==> config.mk <==
export PLATFORM = sky130hd
export DESIGN_NAME = serial_tx_master_flat
export DESIGN_NICKNAME = d
export VERILOG_FILES = /design/src/rtl/serial_tx_master_if.sv /design/src/rtl/serial_tx_master.sv /design/src/flat_wrapper.sv
export SDC_FILE = /design/constraint.sdc
export NUM_CORES = 1
export LEC_CHECK = 0
export CAP_MARGIN = 10
export CORE_MARGIN = 4
export CORE_UTILIZATION = 60
export CTS_CLUSTER_DIAMETER = 100
export DETAILED_ROUTE_END_ITERATION = 12
export PLACE_DENSITY = 0.8
export RECOVER_POWER = 50
export SLEW_MARGIN = 20
export SYNTH_ARGS = -nofsm -noshare
export SYNTH_HDL_FRONTEND = slang
export SYNTH_SLANG_ARGS = --single-unit
==> constraint.sdc <==
create_clock -name i_clk -period 7.4 [get_ports i_clk]
set_input_delay 0.74 -clock i_clk [delete_from_list [all_inputs] [get_ports i_clk]]
set_output_delay 0.74 -clock i_clk [all_outputs]
set_load 0.005 [all_outputs]
==> src/rtl/serial_tx_master_if.sv <==
// Payload, control and SFP-side signals of the 8b10b serial transmitter.
// master: transmitter side; slave: the logic that feeds it and watches the line.
interface serial_tx_master_if;
    logic       i_tx_en;
    logic       i_IsPro;
    logic       i_IsMaster;
    logic       i_RawPls;
    logic [2:0] i_Option;
    logic       i_inj_err;
    logic       o_SerialData;
    logic       o_tx_dis;
    logic       o_sym_strobe;
    logic       o_tx_led;

    modport master (
        input  i_tx_en, i_IsPro, i_IsMaster, i_RawPls, i_Option, i_inj_err,
        output o_SerialData, o_tx_dis, o_sym_strobe, o_tx_led
    );

    modport slave (
        output i_tx_en, i_IsPro, i_IsMaster, i_RawPls, i_Option, i_inj_err,
        input  o_SerialData, o_tx_dis, o_sym_strobe, o_tx_led
    );
endinterface

==> src/rtl/serial_tx_master.sv <==
// 8b10b frame serialiser: one K28.5 comma then SYMS_PER_FRAME-1 parity-protected payload symbols.
// Define SERIAL_TX_ERR_INJ_EN to enable one-shot P0 corruption requested by an i_inj_err edge.
module serial_tx_master #(
    parameter int unsigned CLK_PER_BIT    = 4,
    parameter int unsigned SYMS_PER_FRAME = 256
) (
    input  logic               i_clk,
    input  logic               i_res_n,
    serial_tx_master_if.master bus
);
    localparam int unsigned TW = (CLK_PER_BIT > 1) ? $clog2(CLK_PER_BIT) : 1;
    localparam int unsigned SW = (SYMS_PER_FRAME > 1) ? $clog2(SYMS_PER_FRAME) : 1;
    localparam logic [TW-1:0] TimerLast = TW'(CLK_PER_BIT - 1);
    localparam logic [SW-1:0] SymLast   = SW'(SYMS_PER_FRAME - 1);
    localparam logic [9:0]    K28p5Neg  = 10'b0011111010;
    localparam logic [9:0]    K28p5Pos  = 10'b1100000101;

    typedef enum logic [1:0] {StIdle, StComma, StData} state_e;

    state_e        state_q, state_d;
    logic [TW-1:0] timer_q, timer_d;
    logic [3:0]    bit_q, bit_d;
    logic [SW-1:0] sym_cnt_q, sym_cnt_d;
    logic [9:0]    shift_q, shift_d;
    logic [7:0]    payload_q, payload_d;
    logic          rd_q, rd_d;
    logic          strobe_q, strobe_d;
    logic          data_load;
    logic          inv_p0;
    logic [7:0]    cur_byte;
    logic [10:0]   enc;

    // Returns {rd_after, abcdei, fghj}; rd = 1 means RD+.
    function automatic logic [10:0] encode(input logic [7:0] d, input logic rd);
        logic [4:0] x;
        logic [2:0] y;
        logic [5:0] c6;
        logic [3:0] c4;
        logic       rd6;
        logic       alt7;
        x = d[4:0];
        y = d[7:5];
        case (x)
            5'd0:  c6 = 6'b100111;  5'd1:  c6 = 6'b011101;  5'd2:  c6 = 6'b101101;
            5'd3:  c6 = 6'b110001;  5'd4:  c6 = 6'b110101;  5'd5:  c6 = 6'b101001;
            5'd6:  c6 = 6'b011001;  5'd7:  c6 = 6'b111000;  5'd8:  c6 = 6'b111001;
            5'd9:  c6 = 6'b100101;  5'd10: c6 = 6'b010101;  5'd11: c6 = 6'b110100;
            5'd12: c6 = 6'b001101;  5'd13: c6 = 6'b101100;  5'd14: c6 = 6'b011100;
            5'd15: c6 = 6'b010111;  5'd16: c6 = 6'b011011;  5'd17: c6 = 6'b100011;
            5'd18: c6 = 6'b010011;  5'd19: c6 = 6'b110010;  5'd20: c6 = 6'b001011;
            5'd21: c6 = 6'b101010;  5'd22: c6 = 6'b011010;  5'd23: c6 = 6'b111010;
            5'd24: c6 = 6'b110011;  5'd25: c6 = 6'b100110;  5'd26: c6 = 6'b010110;
            5'd27: c6 = 6'b110110;  5'd28: c6 = 6'b001110;  5'd29: c6 = 6'b101110;
            5'd30: c6 = 6'b011110;  default: c6 = 6'b101011;
        endcase
        // Unbalanced codes and D.7 use the complemented form under RD+.
        if (rd && (($countones(c6) != 3) || (x == 5'd7))) c6 = ~c6;
        rd6  = ($countones(c6) != 3) ? ~rd : rd;
        // A7 avoids a run of five equal bits across the 6b/4b boundary.
        alt7 = rd6 ? ((x == 5'd11) || (x == 5'd13) || (x == 5'd14))
                   : ((x == 5'd17) || (x == 5'd18) || (x == 5'd20));
        case (y)
            3'd0:    c4 = 4'b1011;
            3'd1:    c4 = 4'b1001;
            3'd2:    c4 = 4'b0101;
            3'd3:    c4 = 4'b1100;
            3'd4:    c4 = 4'b1101;
            3'd5:    c4 = 4'b1010;
            3'd6:    c4 = 4'b0110;
            default: c4 = alt7 ? 4'b0111 : 4'b1110;
        endcase
        if (rd6 && (($countones(c4) != 2) || (y == 3'd3))) c4 = ~c4;
        return {(($countones(c4) != 2) ? ~rd6 : rd6), c6, c4};
    endfunction

`ifdef SERIAL_TX_ERR_INJ_EN
    logic inj_q;
    logic armed_q, armed_d;

    // Once armed, further edges are ignored until a data symbol consumes the request.
    always_comb armed_d = armed_q ? ~data_load : (bus.i_inj_err & ~inj_q);

    always_ff @(posedge i_clk or negedge i_res_n) begin
        if (!i_res_n) begin
            inj_q   <= 1'b0;
            armed_q <= 1'b0;
        end else begin
            inj_q   <= bus.i_inj_err;
            armed_q <= armed_d;
        end
    end

    assign inv_p0 = armed_q;
`else
    logic unused_inj;
    assign unused_inj = bus.i_inj_err;
    assign inv_p0     = 1'b0;
`endif

    assign cur_byte = {bus.i_IsPro, bus.i_IsMaster, bus.i_RawPls,
                       ~(bus.i_IsPro ^ bus.i_IsMaster ^ bus.i_RawPls),
                       bus.i_Option, ~(^bus.i_Option) ^ inv_p0};
    assign enc      = encode(cur_byte, rd_q);

    always_comb begin
        state_d   = state_q;
        timer_d   = timer_q;
        bit_d     = bit_q;
        sym_cnt_d = sym_cnt_q;
        shift_d   = shift_q;
        payload_d = payload_q;
        rd_d      = rd_q;
        strobe_d  = 1'b0;
        data_load = 1'b0;
        unique case (state_q)
            StIdle: begin
                rd_d = 1'b0;
                if (bus.i_tx_en) begin
                    state_d   = StComma;
                    timer_d   = '0;
                    bit_d     = '0;
                    sym_cnt_d = '0;
                    shift_d   = K28p5Neg;
                    rd_d      = 1'b1;
                    strobe_d  = 1'b1;
                end
            end
            StComma, StData: begin
                if (timer_q != TimerLast) begin
                    timer_d = timer_q + TW'(1);
                end else begin
                    timer_d = '0;
                    if (bit_q != 4'd9) begin
                        bit_d   = bit_q + 4'd1;
                        shift_d = {shift_q[8:0], 1'b0};
                    end else begin
                        bit_d = '0;
                        if (!bus.i_tx_en) begin
                            state_d   = StIdle;
                            sym_cnt_d = '0;
                            shift_d   = '0;
                            rd_d      = 1'b0;
                        end else if (sym_cnt_q == SymLast) begin
                            state_d   = StComma;
                            sym_cnt_d = '0;
                            shift_d   = rd_q ? K28p5Pos : K28p5Neg;
                            rd_d      = ~rd_q;
                            strobe_d  = 1'b1;
                        end else begin
                            state_d   = StData;
                            sym_cnt_d = sym_cnt_q + SW'(1);
                            shift_d   = enc[9:0];
                            rd_d      = enc[10];
                            payload_d = cur_byte;
                            strobe_d  = 1'b1;
                            data_load = 1'b1;
                        end
                    end
                end
            end
            default: state_d = StIdle;
        endcase
    end

    always_ff @(posedge i_clk or negedge i_res_n) begin
        if (!i_res_n) begin
            state_q   <= StIdle;
            timer_q   <= '0;
            bit_q     <= '0;
            sym_cnt_q <= '0;
            shift_q   <= '0;
            payload_q <= '0;
            rd_q      <= 1'b0;
            strobe_q  <= 1'b0;
        end else begin
            state_q   <= state_d;
            timer_q   <= timer_d;
            bit_q     <= bit_d;
            sym_cnt_q <= sym_cnt_d;
            shift_q   <= shift_d;
            payload_q <= payload_d;
            rd_q      <= rd_d;
            strobe_q  <= strobe_d;
        end
    end

    assign bus.o_SerialData = shift_q[9];
    assign bus.o_sym_strobe = strobe_q;
    assign bus.o_tx_dis     = (state_q == StIdle);
    assign bus.o_tx_led     = (state_q != StIdle);
endmodule

==> src/flat_wrapper.sv <==
// flat-port wrapper written by rule: the top's interface ports become plain ports
module serial_tx_master_flat 
#(
    parameter int unsigned CLK_PER_BIT    = 4,
    parameter int unsigned SYMS_PER_FRAME = 256
)
  (i_clk, i_res_n, bus_i_tx_en, bus_i_IsPro, bus_i_IsMaster, bus_i_RawPls, bus_i_Option, bus_i_inj_err, bus_o_SerialData, bus_o_tx_dis, bus_o_sym_strobe, bus_o_tx_led);
  serial_tx_master_if bus_i ();
  input  logic i_clk;
  input  logic i_res_n;
  input wire logic [$bits(bus_i.i_tx_en)-1:0] bus_i_tx_en;
  input wire logic [$bits(bus_i.i_IsPro)-1:0] bus_i_IsPro;
  input wire logic [$bits(bus_i.i_IsMaster)-1:0] bus_i_IsMaster;
  input wire logic [$bits(bus_i.i_RawPls)-1:0] bus_i_RawPls;
  input wire logic [$bits(bus_i.i_Option)-1:0] bus_i_Option;
  input wire logic [$bits(bus_i.i_inj_err)-1:0] bus_i_inj_err;
  output wire logic [$bits(bus_i.o_SerialData)-1:0] bus_o_SerialData;
  output wire logic [$bits(bus_i.o_tx_dis)-1:0] bus_o_tx_dis;
  output wire logic [$bits(bus_i.o_sym_strobe)-1:0] bus_o_sym_strobe;
  output wire logic [$bits(bus_i.o_tx_led)-1:0] bus_o_tx_led;
  assign bus_i.i_tx_en = bus_i_tx_en;
  assign bus_i.i_IsPro = bus_i_IsPro;
  assign bus_i.i_IsMaster = bus_i_IsMaster;
  assign bus_i.i_RawPls = bus_i_RawPls;
  assign bus_i.i_Option = bus_i_Option;
  assign bus_i.i_inj_err = bus_i_inj_err;
  assign bus_o_SerialData = bus_i.o_SerialData;
  assign bus_o_tx_dis = bus_i.o_tx_dis;
  assign bus_o_sym_strobe = bus_i.o_sym_strobe;
  assign bus_o_tx_led = bus_i.o_tx_led;
  serial_tx_master #(.CLK_PER_BIT(CLK_PER_BIT), .SYMS_PER_FRAME(SYMS_PER_FRAME)) u_core (.i_clk(i_clk), .i_res_n(i_res_n), .bus(bus_i));
endmodule
Yosys cells after proc, flatten, opt, wreduce, memory -nomap -nowiden --
Memories as Yosys holds them, arrays and structs flattened. Cells that the tools add are included.
Storage, ports and cells: register bits 28, ROM bits 192, output and inout bits 4, word-level logic and storage cells 121, memories 1
Memories:
- (no name shown) | words 32, width 6, read ports 1, clocked after memory_dff 0, wr ports 0, line serial_tx_master.sv:43 | case (x)
Operators by class: add/sub/neg operators 19, equal/unequal tests 25, mux-type cells 42, bitwise operators 8, reductions and logical operators 19
Operators by type and width (count):
- $add A32 B32 Y32 | 6
- $ne A32 B3 Y1 const B | 4
- $mux W10 | 6
- $mux W8 | 5
- $pmux W4 S7 | 1
- $add A1 B1 Y2 | 10
- $mux W4 | 5
- $pmux W10 S2 | 1
- $pmux W8 S2 | 1
- $eq A5 B4 Y1 const B | 3
- $eq A5 B5 Y1 const B | 3
- $mux W2 | 7
- $mux W1 | 10
- $eq A3 B3 Y1 const B | 3
- $reduce_and A3 Y1 | 3
- $add A8 B1 Y8 const B | 1
- $eq A8 B8 Y1 const B | 1
- $ne A2 B2 Y1 const B | 4
- $pmux W2 S2 | 2
- $pmux W4 S2 | 1
- $eq A3 B2 Y1 const B | 2
- $logic_or A1 B1 Y1 | 6
- $mux W6 | 1
- $not A6 Y6 | 1
- 19 further kinds | 26

Logic depth before layout (Yosys ltp) --
An unclocked memory read counts as a cell.
depth in word-level cells 34, mapped depth 39

Worst setup path before layout --
No wires, ideal clock.
path kind in2reg, start input port bus_i_Option[1], end register u_core.rd_q, data arrival time 8.947 ns, data required time 7.270 ns, setup slack -1.677 ns, stages on the path 37, cells stage by stage buf_2 -> inv_1 -> fa_1 -> inv_1 -> ha_1 -> a22oi_1 -> o221ai_1 -> ha_1 -> fa_1 -> ha_1 -> nand2_1 -> o41ai_2 -> buf_4 -> nor3_1 -> a31o_1 -> fa_1 -> ha_1 -> and4bb_1 -> xor2_1 -> nand4_1 -> a31oi_1 -> ha_1 -> ha_1 -> fa_1 -> or4b_4 -> nand2b_2 -> buf_6 -> xnor2_1 -> o21ai_0 -> nand2_1 -> fa_1 -> nor2_1 -> nand2_1 -> xor2_1 -> nor2_1 -> o31ai_1 -> o31ai_1
Between the ends: longest elaborated chain between the ends 33, elaborated cells on any way between the ends 53, classes of those cells add/sub (16); eq/ne (11); mux (12); bitwise (4); reduce/logical (9); memory (1)
Ends and longest elaborated chain:
- start, declared | line flat_wrapper.sv:15 | input wire logic [$bits(bus_i.i_Option)-1:0] bus_i_Option;
- $reduce_xor A3 Y1 | line serial_tx_master.sv:102 | bus.i_Option, ~(^bus.i_Option) ^ inv_p0};
- $not A1 Y1 | line serial_tx_master.sv:102
- $mem_v2 Z32 W6
- $add A1 B1 Y2 (not written as such) | line serial_tx_master.sv:57 | if (rd && (($countones(c6) != 3) || (x == 5'd7))) c6 = ~c6;
- $add A32 B32 Y32 (not written as such) (2 in series) | line serial_tx_master.sv:57
- $ne A32 B3 Y1 | line serial_tx_master.sv:57
- $logic_or A1 B1 Y1 | line serial_tx_master.sv:57
- $logic_and A1 B1 Y1 | line serial_tx_master.sv:57
- (+16 left out)
- $add A32 B32 Y32 (not written as such) | line serial_tx_master.sv:73 | return {(($countones(c4) != 2) ? ~rd6 : rd6), c6, c4};
- $ne A32 B3 Y1 | line serial_tx_master.sv:73
- $mux W1 (*) | line serial_tx_master.sv:73
- $mux W1 (*) | line serial_tx_master.sv:143 | end else if (sym_cnt_q == SymLast) begin
- $mux W1 (*) | line serial_tx_master.sv:138 | if (!bus.i_tx_en) begin
- $mux W1 (*) | line serial_tx_master.sv:133 | if (bit_q != 4'd9) begin
- $mux W1 (*) | line serial_tx_master.sv:129 | if (timer_q != TimerLast) begin
- $pmux W1 S2 (*) | line serial_tx_master.sv:115 | unique case (state_q)
- end signal, assigned | line serial_tx_master.sv:182 | rd_q <= rd_d;
- end, declared | line serial_tx_master.sv:26 | logic rd_q, rd_d;
Mark *: on every way between the ends. The rest lies on a longest branch, timed or not. The select of a mux whose other input is x is not followed. A chain may end at the register's enable or synchronous reset.

Final worst setup path --
start input port bus_i_IsMaster, end register u_core.rd_q
Between the ends: longest elaborated chain between the ends 34, elaborated cells on any way between the ends 61, classes of those cells add/sub (16); eq/ne (17); mux (12); bitwise (6); reduce/logical (9); memory (1)
Ends and longest elaborated chain:
- start, declared | line flat_wrapper.sv:13 | input wire logic [$bits(bus_i.i_IsMaster)-1:0] bus_i_IsMaster;
- $xor A1 B1 Y1 (2 in series) | line serial_tx_master.sv:101 | ~(bus.i_IsPro ^ bus.i_IsMaster ^ bus.i_RawPls),
- $not A1 Y1 | line serial_tx_master.sv:101
- $mem_v2 Z32 W6
- $add A1 B1 Y2 (not written as such) | line serial_tx_master.sv:57
- $add A32 B32 Y32 (not written as such) (2 in series) | line serial_tx_master.sv:57
- $ne A32 B3 Y1 | line serial_tx_master.sv:57
- $logic_or A1 B1 Y1 | line serial_tx_master.sv:57
- $logic_and A1 B1 Y1 | line serial_tx_master.sv:57
- (+16 left out)
- $add A32 B32 Y32 (not written as such) | line serial_tx_master.sv:73
- $ne A32 B3 Y1 | line serial_tx_master.sv:73
- $mux W1 (*) | line serial_tx_master.sv:73
- $mux W1 (*) | line serial_tx_master.sv:143
- $mux W1 (*) | line serial_tx_master.sv:138
- $mux W1 (*) | line serial_tx_master.sv:133
- $mux W1 (*) | line serial_tx_master.sv:129
- $pmux W1 S2 (*) | line serial_tx_master.sv:115
Marks and branches as above.

==> results.json <==
{
  "hp-class": "register to register",
  "rsz0062_at_grt": "yes",
  "dp_hpwl_microns": 4620,
  "worst_pin_slew_ns": 1.544,
  "portBuffers": 12,
  "p_sw_w": 0.0006469,
  "yosysMostFrequentCell": "nor2_1",
  "syn_inst": 282,
  "final-instance-count-excl-fill": 414,
  "start_kind": "input pin",
  "dp_cells": 376,
  "grt_pass1_vias": 2765,
  "yosysTopAreaCellShare_pct": 27.97,
  "die_h_microns": 72.61,
  "synth_top_area_cell": "dfrtp_1",
  "grt_max_degree": 29,
  "pwr-share-comb_pct": 75.3,
  "path_clk_slew_ns": 0.09,
  "grt.total_usage_pct": 33.51,
  "core-area_sq_um": 4029,
  "area_growth_pct": 43.21,
  "power.internal_w": 0.0007704,
  "fmax_ghz": 0.1070,
  "drive_above_1_share_pct": 35.16,
  "dieArea_sq_um": 5272,
  "ys_types": 57,
  "power_w": 0.001417,
  "fillers": 154,
  "globalRouteOverflowTotal": 0,
  "start_util_pct": 62.17,
  "ir_drop_mv": 0.1994,
  "drt_first_iter_violations": 483,
  "antenna_found_initial": 0,
  "syn_area_per_cell_sq_um": 8.883,
  "holdBufCountCts": 0,
  "grt_pass1_wl_microns": 13610,
  "power.clock.fraction_pct": 8.5,
  "critical-path-slowest-cell": "fa_2",
  "p_leak_nw": 1.563,
  "slew_headroom_pct": -2.910,
  "totalWireLength_microns": 10040,
  "slew_viol_final": 29,
  "hold_viol_final": 0,
  "end_kind": "register",
  "crit_type": "input pin to register",
  "drc": 0,
  "yosys-top-cells-area": "dfrtp_1 28%, ha_1 11%, fa_1 8.0%",
  "synth-main-ff-cell": "dfrtp_1",
  "failed_checks": "capacitance limit, slew limit, setup timing",
  "pre_cts_slack_ns": -2.022,
  "root_buffer": "clkbuf_8",
  "skew_ns": 0.007169,
  "power_density_nw_per_um2": 395.1,
  "clkLatencyLatePin_ns": 0.28,
  "cts.sinks": 28,
  "crit_fanout": 6,
  "pwr-share-seq_pct": 16.2,
  "cts_made_buffers": 3,
  "cpPeakStageDelay_ns": 0.66,
  "route.vias.total": 2967,
  "clk_path_buf_depth": 2,
  "synth_edf_count": 0,
  "final_nets": 407,
  "maxCapViolCount": 1,
  "synth_nets": 324,
  "ant_nets": 0,
  "post-route-worst-setup-slack_ns": -1.950,
  "p_sw_share_pct": 45.64,
  "status": "complete, but fails checks",
  "synthesis.area_sq_um": 2505,
  "die_w_microns": 72.61,
  "num_antenna_cells": 0,
  "cp_data_required_time_ns": 7.55,
  "gp_congestion": 0.8430,
  "avgRoutedWirePerCell_microns": 24.25,
  "setup_viol": 5,
  "period_needed_ns": 9.350,
  "ys_ff_latch": 28,
  "num_io_pins": 14,
  "yosys-top-cells-count": "31 x nor2_1, 28 x dfrtp_1, 24 x nand2_1",
  "final_util_pct": 89.04,
  "vias_per_cell": 7.167,
  "cts_tree": "yes",
  "ys_seq_area_share_pct": 27.97,
  "fin_tns_setup_ns": -4.404,
  "firstDrtPassIters": 7,
  "htree_levels": 1,
  "fin_crit_sh_pct": 126.4,
  "async_flop_share_pct": 100.0,
  "crit_arrival_ns": 9.50,
  "row_count": 23,
  "yosys_warnings": 0,
  "cpMostUsedCell": "fa_1"
}
path summary, 6_finish.rpt:
path | cells after the start | end | start | slack, ns
setup reg to reg | 25 | u_core.rd_q | u_core.rd_q | 0.60
hold reg to reg | 1 | u_core.sym_cnt_q[4] | u_core.sym_cnt_q[4] | 0.50
min in group asynchronous | 2 | u_core.shift_q[9] | i_res_n | 1.36
max in group asynchronous | 2 | u_core.state_q[0] | i_res_n | 5.14
setup / recovery | 37 | u_core.rd_q | bus_i_IsMaster | -1.95
hold / removal | 1 | u_core.sym_cnt_q[4] | u_core.sym_cnt_q[4] | 0.50
cells by family after synthesis:
family | count (synthesis) | share of synthesized area [%]
buf+inv | 24 | 4.495
xor+xnor | 19 | 6.643
compound gates | 68 | 18.88
fa+ha+maj | 32 | 18.98
mux | 1 | 0.4495
flops | 28 | 27.97
simple gates | 110 | 22.58
metal layers:
layer  part of all wire (%)  vias up  track usage, %
met5                      0        -               0
met4                    8.4        0           18.24
met3                     12      102           5.510
met2                     46      322           56.41
met1                     34     1366           40.78
li1                       -     1177               -
power groups by stage:
stage / Sequential [W] / Combinational [W] / Clock [W]
2_1_floorplan: 0.000219 / 0.000560 / 0
3_3_place_gp: 0.000225 / 0.000736 / 0
3_5_place_dp: 0.000228 / 0.000770 / 0
4_1_cts: 0.000226 / 0.000865 / 0.000122
5_1_grt: 0.000231 / 0.00112 / 0.000125
6_report: 0.000230 / 0.00107 / 0.000120
layout make-up:
| cell class | count | area, sq um | area share, % |
|---|---|---|---|
| multi-input combinational | 230 | 1969 | 54.90 |
| timing repair buffer | 88 | 715.7 | 19.95 |
| sequential | 28 | 700.7 | 19.53 |
| inverter | 14 | 67.56 | 1.884 |
| tap | 50 | 62.56 | 1.744 |
| clock buffer | 3 | 41.29 | 1.151 |
| clock inverter | 1 | 30.03 | 0.8371 |
metrics by stage:
stage,hold slack (ns),area (sq um)
finish,0.5046,3587
global route,0.5233,3587
CTS,0.4902,3462
detailed placement,0.4721,3070
global placement,0.4744,3070
floorplan,0.4444,2659
worst max-delay path, delay by kind of cell:
kind / cells / cell delay, ns
compound gates: 7 / 1.53
simple gates: 12 / 1.96
xor+xnor: 2 / 0.34
fa+ha+maj: 10 / 3.96
buf+inv: 6 / 0.94
registers in the layout (all words and copies together) (netlist names):
name / count
u_core.shift_q: 10
u_core.state_q: 2
u_core.timer_q: 2
u_core.rd_q: 1
u_core.bit_q: 4
u_core.bus.o_sym_strobe: 1
u_core.sym_cnt_q: 8
repair_timing:
action,in CTS,in global routing
setup endpoints to repair,5,5
gates cloned,1,0
buffers inserted,28,9
gates resized for setup,44,17
pin swaps,38,26
layout by cell type, fill, tap and decap left out, types with 3 or more instances in the layout:
cell / Yosys / routed
buf_4: 3 / 67
nor2_1: 31 / 31
dfrtp_1: 28 / 28
nand2_1: 24 / 22
ha_1: 22 / 13
nand3_1: 12 / 11
o21ai_1: 7 / 10
a21oi_1: 9 / 9
buf_6: 1 / 9
xnor2_1: 11 / 7
inv_1: 13 / 7
xor2_1: 8 / 7
fa_1: 10 / 7
ha_4: 0 / 7
o21ai_0: 10 / 6
nor3_1: 7 / 5
o22ai_1: 5 / 5
o31ai_1: 5 / 5
clkdlybuf4s50_1: 0 / 5
inv_2: 1 / 4
nor2b_1: 4 / 4
o211ai_1: 4 / 4
or2_1: 3 / 3
nand2b_1: 3 / 3
a211oi_1: 4 / 3
xnor2_2: 0 / 3
nand4_1: 3 / 3
or3_1: 3 / 3
fa_2: 0 / 3
clkbuf_8: 0 / 3
(Power assumes the default switching activity.)
==> patch 1, RTL diff (config.mk and constraints unchanged) <==
`SYMS_PER_FRAME` is set to 256 in 2 places; all go to 128.
--- a/src/rtl/serial_tx_master.sv
+++ b/src/rtl/serial_tx_master.sv
@@ -2,7 +2,7 @@
 // Define SERIAL_TX_ERR_INJ_EN to enable one-shot P0 corruption requested by an i_inj_err edge.
 module serial_tx_master #(
     parameter int unsigned CLK_PER_BIT    = 4,
-    parameter int unsigned SYMS_PER_FRAME = 256
+    parameter int unsigned SYMS_PER_FRAME = 128
 ) (
     input  logic               i_clk,
     input  logic               i_res_n,
--- a/src/flat_wrapper.sv
+++ b/src/flat_wrapper.sv
@@ -2,7 +2,7 @@
 module serial_tx_master_flat 
 #(
     parameter int unsigned CLK_PER_BIT    = 4,
-    parameter int unsigned SYMS_PER_FRAME = 256
+    parameter int unsigned SYMS_PER_FRAME = 128
 )
   (i_clk, i_res_n, bus_i_tx_en, bus_i_IsPro, bus_i_IsMaster, bus_i_RawPls, bus_i_Option, bus_i_inj_err, bus_o_SerialData, bus_o_tx_dis, bus_o_sym_strobe, bus_o_tx_led);
   serial_tx_master_if bus_i ();
Behaviour: same outputs for any inputs over 10 cycles, from zero or initial values; that may be too few to reach the edited logic, so the function may still have changed.
==> patch 1 against the unedited design <==
First-iteration DRC count shrank 36%. Wire length down 27%. Worst setup slack better by 1.2 ns. Design area decreased by 6.1%. Sequential cell count shrank 1. Critical path type unchanged. Area after synthesis rose by 3.3%. The flow finishes with violations (setup timing). Power fell by 21%. Worst hold slack about the same.
==> patch 1: results (changes against the unedited design) <==
worst-path maximum fanout 3 (-3); pin count of the biggest net entering global routing 28 (-3.4%); Final WS setup -0.744 ns (+1.21 ns); crit path from bus_i_Option[0]; number of global-route vias before repair 2531 (-8.5%); GRT Total Usage 28.4% (-5.1 points); Post-layout nets 402 (-1.2%); Distinct cells, synth 59 (+3.5%); hold slack 0.505 ns (-0.0000170 ns); CP max stage delay 0.59 ns (-0.07 ns); worst hold path startpoint u_core.shift_q[6]; sequential share of the synthesized area 26.1% (-1.9 points); reg2reg path depth 23 (-8.0%); hold worst-path end u_core.shift_q[6]; MaxCap Viol Count 0 (-1); run status finished with violations; Fill cells 244 (+58%); Detailed Routing Iterations Pass 1 5 (-2); R2R setup slack 1.53 ns (+0.93 ns); skew final 0.00500 ns (-0.00217 ns); final setup fails 1 (-4); Async SR Flop Fraction 100% (unchanged); Post-synth top cells nand2_1, dfrtp_1, o21ai_0; DP Wirelength 4940 um (+6.9%); Via Count 2663 (-10%); failing checks setup timing; Mapped Nets 339 (+4.6%); Starting DRT DRC Count 311 (-36%); VDD IR-drop max 0.231 mV (+16%); Worst Tran Pin Value 1.46 ns (-0.0809 ns); layout cells sized above 1 29.8% (-5.3 points); top post-synthesis cells by area dfrtp_1, ha_1, fa_1, o21ai_0, nand2_1; Pleak 1.45 nW (-7.2%); Wirelength per Cell 17.8 um (-27%); setup TNS -0.744 ns (+3.66 ns); Largest regs u_core.shift_q (10), u_core.sym_cnt_q (7), u_core.bit_q (4); top-count cell post-synth nand2_1
==> patch 1: through the flow <==
stage,area [sq um],instances
after global placement,3110,394
after CTS,3300,409
after detailed placement,3110,394
after global routing,3370,412
after floorplan,2700,300
final,3370,412
==> patch 1: routing by layer <==
metal | up-vias | global-route usage, % | wire [um]
met2 | 134 | 47.6 | 3650
li1 | 1235 | - | -
met5 | - | 0 | 0
met1 | 1272 | 38.9 | 3020
met3 | 22 | 4.10 | 510
met4 | 0 | 6.24 | 159
==> patch 1: repair_timing <==
action	in CTS	in global routing
endpoints found under the hold margin	0	0
setup buffers	11	3
gates resized for setup	41	11
pin swaps	21	3
setup endpoints to repair	5	5
==> patch 1: power breakdown <==
part           internal, mW  switching, mW  leakage, nW  total (mW)
registers             0.182         0.0326        0.334       0.215
logic                 0.396          0.420         1.09       0.815
clock network        0.0387         0.0464       0.0228      0.0851
==> patch 1: logic make-up after synthesis <==
group / after synthesis / synth area share [%]
compound gates: 86 / 22.9
xor+xnor: 8 / 3.00
fa+ha+maj: 29 / 17.2
buf+inv: 31 / 5.08
flops: 27 / 26.1
mux: 10 / 3.97
simple gates: 109 / 21.7
==> patch 1: final cells by class <==
cell class / instances / area (sq um) / area share [%]
Tap cell: 50 / 62.6 / 1.86
Timing Repair Buffer: 70 / 536 / 15.9
Clock buffer: 4 / 45.0 / 1.34
Inverter: 19 / 71.3 / 2.12
Multi-Input combinational cell: 242 / 1980 / 58.7
Sequential cell: 27 / 676 / 20.1
==> patch 1: critical path, delay by kind of cell <==
family	cells	cell delay, ns
AO/OA/AOI/OAI	5	1.21
XOR/XNOR	2	0.32
adder cells (fa/ha/maj)	10	3.71
buffers and inverters	2	0.18
multiplexers	2	0.57
AND/OR/NAND/NOR	10	1.56
==> patch 2, RTL diff (same flow settings) <==
Made on the original files. Take the reset off `shift_q` and `payload_q` and load them in a clocked block of their own.
--- a/src/rtl/serial_tx_master.sv
+++ b/src/rtl/serial_tx_master.sv
@@ -168,8 +168,6 @@
             timer_q   <= '0;
             bit_q     <= '0;
             sym_cnt_q <= '0;
-            shift_q   <= '0;
-            payload_q <= '0;
             rd_q      <= 1'b0;
             strobe_q  <= 1'b0;
         end else begin
@@ -177,11 +175,14 @@
             timer_q   <= timer_d;
             bit_q     <= bit_d;
             sym_cnt_q <= sym_cnt_d;
-            shift_q   <= shift_d;
-            payload_q <= payload_d;
             rd_q      <= rd_d;
             strobe_q  <= strobe_d;
         end
+    end
+
+    always_ff @(posedge i_clk) begin
+        shift_q   <= shift_d;
+        payload_q <= payload_d;
     end
 
     assign bus.o_SerialData = shift_q[9];
Function: changed (Yosys sat finds a counterexample within 10 cycles, from zero or initial values; the reset may be asserted at any time).
==> patch 2 against the unedited design <==
The run ends with setup timing left. Worst hold slack worse by 0.0034 ns. Wire length down 26%. Design area shrank 0.91%. Power down 6.5%. Register-to-register slack gained 1.0 ns. Highest routed layer is now met5. Count of clock-buffer cells in the layout increased by 1. Utilization shrank 2.7 points. Area after synthesis rose by 4.5%. Worst setup slack improved by 1.1 ns. Sequential cell count stayed put. Fmax rose by 13%. Sequential share of layout area increased by 1.6 points. Critical path type unchanged. Global-route usage is 8.8 points lower.
==> patch 2: results (changes against the unedited design) <==
Final WS setup -0.898 ns (+1.05 ns); DR vias/cell 6.17 (-14%); EDFF count, synth 10 (+10); worst hold path startpoint u_core.sym_cnt_q[7]; pin count of the biggest net entering global routing 19 (-34%); sequential share of the synthesized area 28.7% (+0.69 points); top layer in use met5; cell count after placement 372 (-1.1%); Detailed Routing Iterations Pass 1 4 (-3); met2 WL 3730 um (-19%); Mapped Nets 321 (-0.93%); initial antenna violation count 1 (+1); R2R setup slack 1.65 ns (+1.05 ns); Distinct cells, synth 66 (+16%); reg2reg path depth 23 (-8.0%); final setup fails 5 (unchanged); GRT met1 Usage 31.6% (-9.2 points); DP Wirelength 4400 um (-4.8%); Worst Tran Pin Value 1.04 ns (-0.502 ns); failing checks setup timing; skew final 0.0108 ns (+0.00363 ns); Post-synth top cells nand2_1, nor2_1, ha_1; pre-CTS WS -1.57 ns (+0.454 ns); Post-layout nets 392 (-3.7%); Slew Limit Fails 0 (-100%); setup TNS -2.15 ns (+2.26 ns); Starting DRT DRC Count 145 (-70%); CP max stage delay 0.64 ns (-0.02 ns); Routed WL 7380 um (-26%); met2 usage 43.1% (-13 points); Yosys top cell area share 17.2% (-11 points); Syn Inst Count 280 (-0.71%); Fill cells 214 (+39%); GRT Total Usage 24.7% (-8.8 points); worst-path maximum fanout 5 (-1); GRT met3 Usage 3.38% (-2.1 points); WP data arrival 8.51 ns (-0.99 ns); VDD IR-drop max 0.337 mV (+69%); crit path from bus_i_Option[2]; layout cells sized above 1 38.6% (+3.4 points); hold worst-path end u_core.sym_cnt_q[7]; FF+latch area 751 sq um (+7.1%); run status finished with violations; Net Switching 557 uW (-14%); Wirelength per Cell 18.5 um (-24%)
patch 2: cell count changes after synthesis, sizes merged, moves of 4 or more:
cell    change
dfrtp      -10
nor2b       +6
nand2b      +5
xnor2       -4
edfxtp     +10
nand2       +5
xor2        -4
mux2i       +5
nor2        -9
patch 2: kinds of logic after synthesis:
group | count (synthesis) | synth area share, %
simple gates | 119 | 24.7
compound gates | 58 | 17.8
fa+ha+maj | 31 | 17.7
flops | 28 | 28.7
buf+inv | 26 | 4.44
xor+xnor | 11 | 3.97
mux | 7 | 2.77
patch 2: power groups by stage:
stage / sequential (mW) / combinational, mW / clock [mW]
3_3_place_gp: 0.263 / 0.683 / 0
3_5_place_dp: 0.265 / 0.706 / 0
2_1_floorplan: 0.251 / 0.495 / 0
6_report: 0.265 / 0.977 / 0.0838
4_1_cts: 0.262 / 0.812 / 0.0857
5_1_grt: 0.268 / 1.06 / 0.0905
patch 2: final cells by class:
cell class / instances / area share [%]
clock buffers: 4 / 1.27
inverters: 16 / 2.04
well taps: 50 / 1.76
flip-flops and latches: 28 / 21.1
repair buffers: 76 / 17.2
multi-input cells: 226 / 56.6
patch 2: worst max-delay path, delay by kind of cell:
family / cells / cell delay [ns]
AND/OR/NAND/NOR: 9 / 1.15
XOR/XNOR: 2 / 0.36
multiplexers: 3 / 0.80
adder cells (fa/ha/maj): 11 / 4.00
AO/OA/AOI/OAI: 6 / 1.28
buffers and inverters: 3 / 0.18
patch 2: repair_timing:
| item | 4_1_cts | 5_1_grt |
|---|---|---|
| endpoints found under the setup margin | 5 | 5 |
| pin swaps | 29 | 33 |
| setup buffers | 13 | 10 |
| resized for setup | 34 | 35 |
| cloned | 0 | 1 |
